--- src/rtl/bpf_regs_pkg.sv ---
// Shared register-file types and constants.
// Imported by the register file, its load-tag FIFO and the downstream select mux.
package bpf_regs_pkg;

    localparam int DATA_W   = 8;
    localparam int NREGS    = 4;
    localparam int ADDR_W   = 2;
    localparam int LD_DEPTH = 2;

    typedef logic [DATA_W-1:0] reg_t;
    typedef logic [ADDR_W-1:0] regaddr_t;

endpackage : bpf_regs_pkg

--- src/rtl/ld_tag_fifo.sv ---
// In-order FIFO of destination tags for loads that are still in flight.
// Every slot's valid bit and tag are exported so the parent can OR-reduce
// them into a per-register pending vector without waiting on a pop.
module ld_tag_fifo
    import bpf_regs_pkg::*;
#(
    parameter int DEPTH = LD_DEPTH
) (
    input  logic                 clk,
    input  logic                 rst_n,
    input  logic                 push,
    input  regaddr_t             push_tag,
    input  logic                 pop,
    output logic                 full,
    output logic                 empty,
    output regaddr_t             head_tag,
    output logic [DEPTH-1:0]     entry_valid,
    output regaddr_t             entry_tag [DEPTH]
);

    localparam int PTR_W = (DEPTH > 1) ? $clog2(DEPTH) : 1;
    localparam int CNT_W = $clog2(DEPTH + 1);

    regaddr_t           tag_q   [DEPTH];
    regaddr_t           tag_d   [DEPTH];
    logic [DEPTH-1:0]   valid_q;
    logic [DEPTH-1:0]   valid_d;
    logic [PTR_W-1:0]   wr_ptr_q;
    logic [PTR_W-1:0]   wr_ptr_d;
    logic [PTR_W-1:0]   rd_ptr_q;
    logic [PTR_W-1:0]   rd_ptr_d;
    logic [CNT_W-1:0]   count_q;
    logic [CNT_W-1:0]   count_d;
    logic               push_ok;
    logic               pop_ok;

    // Pointer advance that wraps at DEPTH, so non-power-of-two depths also work.
    function automatic logic [PTR_W-1:0] ptr_next(input logic [PTR_W-1:0] ptr);
        if (ptr == PTR_W'(DEPTH - 1)) begin
            return '0;
        end
        return ptr + 1'b1;
    endfunction

    // Flags come only from registered count so no input reaches them combinationally.
    always_comb begin
        full    = (count_q == CNT_W'(DEPTH));
        empty   = (count_q == '0);
        push_ok = push && !full;
        pop_ok  = pop && !empty;
    end

    // Next-state for slots, pointers and occupancy; a pop frees the head slot
    // before a push claims the tail slot so both may happen in one cycle.
    always_comb begin
        tag_d    = tag_q;
        valid_d  = valid_q;
        wr_ptr_d = wr_ptr_q;
        rd_ptr_d = rd_ptr_q;
        count_d  = count_q;
        if (pop_ok) begin
            valid_d[rd_ptr_q] = 1'b0;
            rd_ptr_d          = ptr_next(rd_ptr_q);
        end
        if (push_ok) begin
            tag_d[wr_ptr_q]   = push_tag;
            valid_d[wr_ptr_q] = 1'b1;
            wr_ptr_d          = ptr_next(wr_ptr_q);
        end
        case ({push_ok, pop_ok})
            2'b10:   count_d = count_q + 1'b1;
            2'b01:   count_d = count_q - 1'b1;
            default: count_d = count_q;
        endcase
    end

    // FIFO state registers; reset discards every outstanding tag.
    always_ff @(posedge clk or negedge rst_n) begin
        if (!rst_n) begin
            for (int i = 0; i < DEPTH; i++) begin
                tag_q[i] <= '0;
            end
            valid_q  <= '0;
            wr_ptr_q <= '0;
            rd_ptr_q <= '0;
            count_q  <= '0;
        end else begin
            tag_q    <= tag_d;
            valid_q  <= valid_d;
            wr_ptr_q <= wr_ptr_d;
            rd_ptr_q <= rd_ptr_d;
            count_q  <= count_d;
        end
    end

    // Expose slot contents for the pending OR-reduction and the oldest tag for retirement.
    always_comb begin
        head_tag    = tag_q[rd_ptr_q];
        entry_valid = valid_q;
        for (int i = 0; i < DEPTH; i++) begin
            entry_tag[i] = tag_q[i];
        end
    end

endmodule : ld_tag_fifo

--- src/rtl/regfile_sb.sv ---
// Four-entry register file with a load scoreboard.
// ALU results write in one cycle; memory loads are tracked by destination tag
// until their data returns, and ALU writes to a register with a load still in
// flight are dropped and flagged so the older load cannot be overtaken.
module regfile_sb #(
    parameter int DATA_W   = bpf_regs_pkg::DATA_W,
    parameter int NREGS    = bpf_regs_pkg::NREGS,
    parameter int LD_DEPTH = bpf_regs_pkg::LD_DEPTH
) (
    input  logic              iCLK,
    input  logic              inRST,
    input  logic              iALU_WE,
    input  logic [1:0]        iALU_ADDR,
    input  logic [DATA_W-1:0] iALU_DATA,
    input  logic              iLD_ISSUE,
    input  logic [1:0]        iLD_ADDR,
    output logic              oISSUE_READY,
    input  logic              iLD_VALID,
    input  logic [DATA_W-1:0] iLD_DATA,
    output logic              oLD_READY,
    input  logic [1:0]        iRD_SEL,
    output logic              oSTALL,
    output logic [DATA_W-1:0] oREGS [0:NREGS-1],
    output logic [NREGS-1:0]  oPENDING,
    output logic              oWAW_ERR
);

    import bpf_regs_pkg::*;

    logic [DATA_W-1:0]   regs_q [NREGS];
    logic [DATA_W-1:0]   regs_d [NREGS];
    logic                waw_q;
    logic                waw_d;

    logic                fifo_full;
    logic                fifo_empty;
    regaddr_t            head_tag;
    logic [LD_DEPTH-1:0] entry_valid;
    regaddr_t            entry_tag [LD_DEPTH];

    logic                issue_accept;
    logic                ld_accept;
    logic                alu_commit;
    logic [NREGS-1:0]    pending;

    ld_tag_fifo #(
        .DEPTH       (LD_DEPTH)
    ) u_tag_fifo (
        .clk         (iCLK),
        .rst_n       (inRST),
        .push        (iLD_ISSUE),
        .push_tag    (iLD_ADDR),
        .pop         (iLD_VALID),
        .full        (fifo_full),
        .empty       (fifo_empty),
        .head_tag    (head_tag),
        .entry_valid (entry_valid),
        .entry_tag   (entry_tag)
    );

    // A register is pending while any live FIFO slot names it; duplicates keep it set.
    always_comb begin
        pending = '0;
        for (int r = 0; r < NREGS; r++) begin
            for (int i = 0; i < LD_DEPTH; i++) begin
                if (entry_valid[i] && (entry_tag[i] == regaddr_t'(r))) begin
                    pending[r] = 1'b1;
                end
            end
        end
    end

    // Handshake acceptance and the WAW guard on ALU writes.
    always_comb begin
        issue_accept = iLD_ISSUE && !fifo_full;
        ld_accept    = iLD_VALID && !fifo_empty;
        alu_commit   = iALU_WE && !pending[iALU_ADDR];
        waw_d        = iALU_WE && pending[iALU_ADDR];
    end

    // Register-array next state; the load target is always pending, so it can
    // never coincide with a committed ALU write.
    always_comb begin
        regs_d = regs_q;
        if (alu_commit) begin
            regs_d[iALU_ADDR] = iALU_DATA;
        end
        if (ld_accept) begin
            regs_d[head_tag] = iLD_DATA;
        end
    end

    // Register array and dropped-write flag, cleared asynchronously on reset.
    always_ff @(posedge iCLK or negedge inRST) begin
        if (!inRST) begin
            for (int r = 0; r < NREGS; r++) begin
                regs_q[r] <= '0;
            end
            waw_q <= 1'b0;
        end else begin
            regs_q <= regs_d;
            waw_q  <= waw_d;
        end
    end

    // Output drive; iRD_SEL to oSTALL is the only combinational input path.
    always_comb begin
        for (int r = 0; r < NREGS; r++) begin
            oREGS[r] = regs_q[r];
        end
        oPENDING     = pending;
        oSTALL       = pending[iRD_SEL];
        oWAW_ERR     = waw_q;
        oISSUE_READY = !fifo_full;
        oLD_READY    = !fifo_empty;
    end

    // issue_accept documents the push condition the FIFO applies internally.
    logic unused_ok;
    always_comb begin
        unused_ok = issue_accept;
    end

endmodule : regfile_sb

--- config.mk ---
export PLATFORM = sky130hd
export DESIGN_NAME = regfile_sb
export DESIGN_NICKNAME = d
export VERILOG_FILES = /design/src/rtl/bpf_regs_pkg.sv /design/src/rtl/ld_tag_fifo.sv /design/src/rtl/regfile_sb.sv
export SDC_FILE = /design/constraint.sdc
export NUM_CORES = 1
export LEC_CHECK = 0
export CAP_MARGIN = 20
export CORE_ASPECT_RATIO = 0.9
export CORE_MARGIN = 2
export CORE_UTILIZATION = 50
export CTS_CLUSTER_DIAMETER = 60
export CTS_CLUSTER_SIZE = 24
export DETAILED_ROUTE_END_ITERATION = 16
export HOLD_SLACK_MARGIN = 0.03
export PLACE_DENSITY = 0.86
export SKIP_LAST_GASP = 1
export SYNTH_ARGS = -nofsm -noshare
export SYNTH_HDL_FRONTEND = slang
export SYNTH_SLANG_ARGS = --single-unit
--- constraint.sdc ---
create_clock -name iCLK -period 2.5 [get_ports iCLK]
set_clock_uncertainty 0.1 [all_clocks]
set_input_delay 0.375 -clock iCLK [delete_from_list [all_inputs] [get_ports iCLK]]
set_output_delay 0.375 -clock iCLK [all_outputs]
set_load 0.01 [all_outputs]
==> results.rst <==
.. list-table::
   :header-rows: 1

   * - Metric
     - Value
   * - Count of port buffers added during placement
     - 66
   * - Total Nets Final
     - 303
   * - Signal arrival time at the worst endpoint
     - 1870 ps
   * - Final global-route overflow total
     - 0
   * - HPWL Detailed
     - 3700 microns
   * - Count of endpoints failing hold in the final timing report
     - 0
   * - Effective utilization at floorplan
     - 53.1%
   * - H-tree levels
     - 2
   * - Worst slack after detailed placement
     - 151 ps
   * - Power density over cell area
     - 1260 nW/um^2
   * - Initial DRC Count
     - 138
   * - Fraction of registers with async set or reset after synthesis
     - 100%
   * - Internal Dissipation
     - 2.38 mW
   * - Share of the core filled with cells
     - 71.8%
   * - Routed wire length per instance
     - 15.4 microns
   * - CP Class
     - reg -> out
   * - Setup tns final
     - 0 ps
   * - Result of the run
     - finished, final reports clean
   * - Number of violations of the max-capacitance limit
     - 0
   * - RSZ-0062 raised after global routing
     - no
   * - Number of buffers on the longest clock path
     - 2
   * - Most common cell after layout, fill and taps aside
     - sky130_fd_sc_hd__clkdlybuf4s50_1
   * - Filler Cells Inserted
     - 315
   * - Tot GR Track Use
     - 22.5%
   * - Post-CTS Hold Buffers
     - 0
   * - Final GP Congestion
     - 0.816
   * - Combinational Power Share
     - 51.1%
   * - Via count of the first global-routing pass
     - 1683
   * - I/O pins
     - 67
   * - Clock buffer count from CTS
     - 5
   * - Cell at the root of the clock tree
     - sky130_fd_sc_hd__clkbuf_8
   * - Final setup margin
     - 152 ps
   * - Diode insertion count for antenna repair
     - 0
   * - Vias per cell
     - 5.32
   * - Period utilization
     - 93.9%
   * - Fraction of power spent switching nets
     - 36.8%
   * - Residual antenna-violating net count after detailed routing
     - 0
   * - Chip width
     - 74.1 microns
   * - Leading register cell type out of synthesis
     - sky130_fd_sc_hd__dfrtp_1
   * - Category of the worst setup path launch point
     - flop
   * - Transition time at the pin with the least slew margin
     - 936 ps
   * - P_leak
     - 1.40 nW
   * - Layout cells sized above 1
     - 10.5%
   * - Relative max-transition margin
     - 37.6%
   * - Overall via count from detail_route
     - 1786
   * - Hold slack
     - 127 ps
   * - Shortest clock period the worst path allows after layout
     - 2350 ps
   * - Proportion of synthesized chip area in sequential cells
     - 48.7%
   * - First-pass iteration count of the detailed router
     - 4
   * - Net count after synthesis
     - 238
   * - Peak clock frequency supported by timing
     - 0.426 GHz
   * - Growth of design area from synthesis to finish
     - 35.2%
   * - Maximum net fanout on the critical path
     - 5
   * - First-pass GRT wire length
     - 8340 microns
   * - Synthesized instance count
     - 210
   * - CTS tree
     - done
   * - Yosys synthesis warning count
     - 0
   * - Number of slew-limit violations in the final report
     - 0
   * - Kind of path behind the tightest hold check
     - in -> async
   * - Routed wire length
     - 5180 microns
   * - Post-CTS setup buffer count
     - 0
   * - Yosys reg bits
     - 43
   * - Portion of total power attributed to sequential cells
     - 36.3%
   * - Largest voltage drop on the vdd net
     - 0.000619 V
   * - Clock tree sinks
     - 43
   * - Antenna violations before repair
     - 0
   * - Number of synthesized flops with an enable pin
     - 0
   * - Core Footprint
     - 4160 sq um
   * - Synth unique cells
     - 37
   * - Height of the die
     - 67.1 microns
   * - Detailed-route DRC error count
     - 0
   * - Worst setup EP type
     - primary output
   * - Cell row count
     - 22
   * - Highest-count cells in the layout ignoring fill and taps
     - sky130_fd_sc_hd__clkdlybuf4s50_1, sky130_fd_sc_hd__dfrtp_1, sky130_fd_sc_hd__nor2_1
   * - Clock latency on the worst-skew pair
     - 290 ps
   * - Clock group share of total power
     - 12.6%
   * - Total setup violations reported at the end of the flow
     - 0
   * - Final standard cell area without fillers
     - 2990 sq um
   * - Reg clk slew, reported paths
     - 80 ps
   * - Placed cell area
     - 2880 sq um
   * - Area enclosed by the die boundary
     - 4970 sq um
   * - Required time of the critical path
     - 2030 ps
   * - Maximum number of pins on one net before global-route repair
     - 44
   * - Mapped cell area
     - 2210 sq um
   * - Post-Syn Area per Cell
     - 10.5 sq um
   * - Net Switching
     - 1.38 mW
   * - Number of instances resized during post-cts repair
     - 4
## power by group through the flow
| stage | registers [mW] | logic [mW] | clock network (mW) |
|---|---|---|---|
| floorplan | 1.40 | 0.990 | 0 |
| global placement | 1.35 | 1.88 | 0 |
| detailed placement | 1.36 | 1.93 | 0 |
| CTS | 1.36 | 1.94 | 0.481 |
| global route | 1.42 | 2.08 | 0.512 |
| finish | 1.36 | 1.92 | 0.474 |
## final cells by class
cell class / count / area (sq um) / area share (%)
inverter: 2 / 7.51 / 0.251
multi-input combinational: 156 / 1060 / 35.5
clock buffer: 8 / 100 / 3.35
sequential: 43 / 1080 / 36.2
tap: 60 / 75.1 / 2.51
timing repair buffer: 67 / 662 / 22.2
## cell usage after synthesis (2+ instances only)
cell type | n | area share (%)
sky130_fd_sc_hd__a21oi_1 | 32 | 7.3
sky130_fd_sc_hd__and3b_2 | 2 | 0.91
sky130_fd_sc_hd__buf_2 | 3 | 0.68
sky130_fd_sc_hd__buf_4 | 5 | 1.7
sky130_fd_sc_hd__dfrtp_1 | 43 | 49
sky130_fd_sc_hd__mux2_2 | 4 | 2.0
sky130_fd_sc_hd__mux2i_1 | 32 | 15
sky130_fd_sc_hd__nand2_1 | 9 | 1.5
sky130_fd_sc_hd__nand2b_1 | 2 | 0.57
sky130_fd_sc_hd__nand3_1 | 4 | 0.91
sky130_fd_sc_hd__nand3b_1 | 3 | 1.0
sky130_fd_sc_hd__nor2_1 | 36 | 6.1
sky130_fd_sc_hd__nor3b_1 | 4 | 1.4
sky130_fd_sc_hd__o21ai_0 | 3 | 0.68
sky130_fd_sc_hd__o21ai_2 | 3 | 1.2
sky130_fd_sc_hd__xnor2_1 | 3 | 1.2
sky130_fd_sc_hd__xor2_1 | 2 | 0.79
## worst paths after layout
kind                            slack, ps                         to  cells after the start                       from
worst min register to register        390      u_tag_fifo.count_q[1]                      1      u_tag_fifo.count_q[1]
worst max register to register        650                  oREGS[27]                      4    u_tag_fifo.entry_tag[2]
min in group iCLK                     390      u_tag_fifo.count_q[1]                      1      u_tag_fifo.count_q[1]
worst min-delay path                  130  u_tag_fifo.entry_valid[0]                      1                      inRST
max in group asynchronous            1540    u_tag_fifo.entry_tag[0]                      1                      inRST
worst max-delay path                  150                     oSTALL                      4  u_tag_fifo.entry_valid[0]
## cell families (layout without fill, tap and decap cells)
| kind of cell | count (synthesis) | count (layout) | share of synthesized area [%] |
|---|---|---|---|
| AOI/OAI and AO/OA | 44 | 44 | 12.6 |
| xor gates and xnor gates | 5 | 5 | 1.98 |
| adders and majority gates | 1 | 1 | 0.566 |
| buffers and inverters | 11 | 77 | 3.23 |
| DFF | 43 | 43 | 48.7 |
| muxes | 37 | 37 | 17.6 |
| and+or+nand+nor | 69 | 69 | 15.4 |
## registers in the layout, summed over array words and instances, names as in the netlist
name,cells
oREGS,32
oWAW_ERR,1
u_tag_fifo.count_q,2
u_tag_fifo.entry_tag,4
u_tag_fifo.entry_valid,2
u_tag_fifo.rd_ptr_q,1
u_tag_fifo.wr_ptr_q,1
## metrics by stage
| stage | std cells | total power, mW |
|---|---|---|
| 2_1_floorplan | 210 | 2.39 |
| 3_3_place_gp | 328 | 3.23 |
| 3_5_place_dp | 328 | 3.30 |
| 4_1_cts | 336 | 3.78 |
| 5_1_grt | 336 | 4.01 |
| 6_report | 336 | 3.76 |
## critical path, cell delays in order, from the launching register on
cell and delay [ps]:
sky130_fd_sc_hd__dfrtp_1 440, sky130_fd_sc_hd__nor3b_1 180, sky130_fd_sc_hd__a21o_2 210, sky130_fd_sc_hd__mux4_2 460, sky130_fd_sc_hd__dlygate4sd2_1 300
## routing by layer
layer	GRT usage, %	share of wire [%]	up-vias
met5	0	0	-
met4	5.91	1.3	0
met3	4.69	4.6	6
met2	37.3	51	52
met1	30.0	43	854
li1	-	-	874
Power figures use the tool's default switching activity.
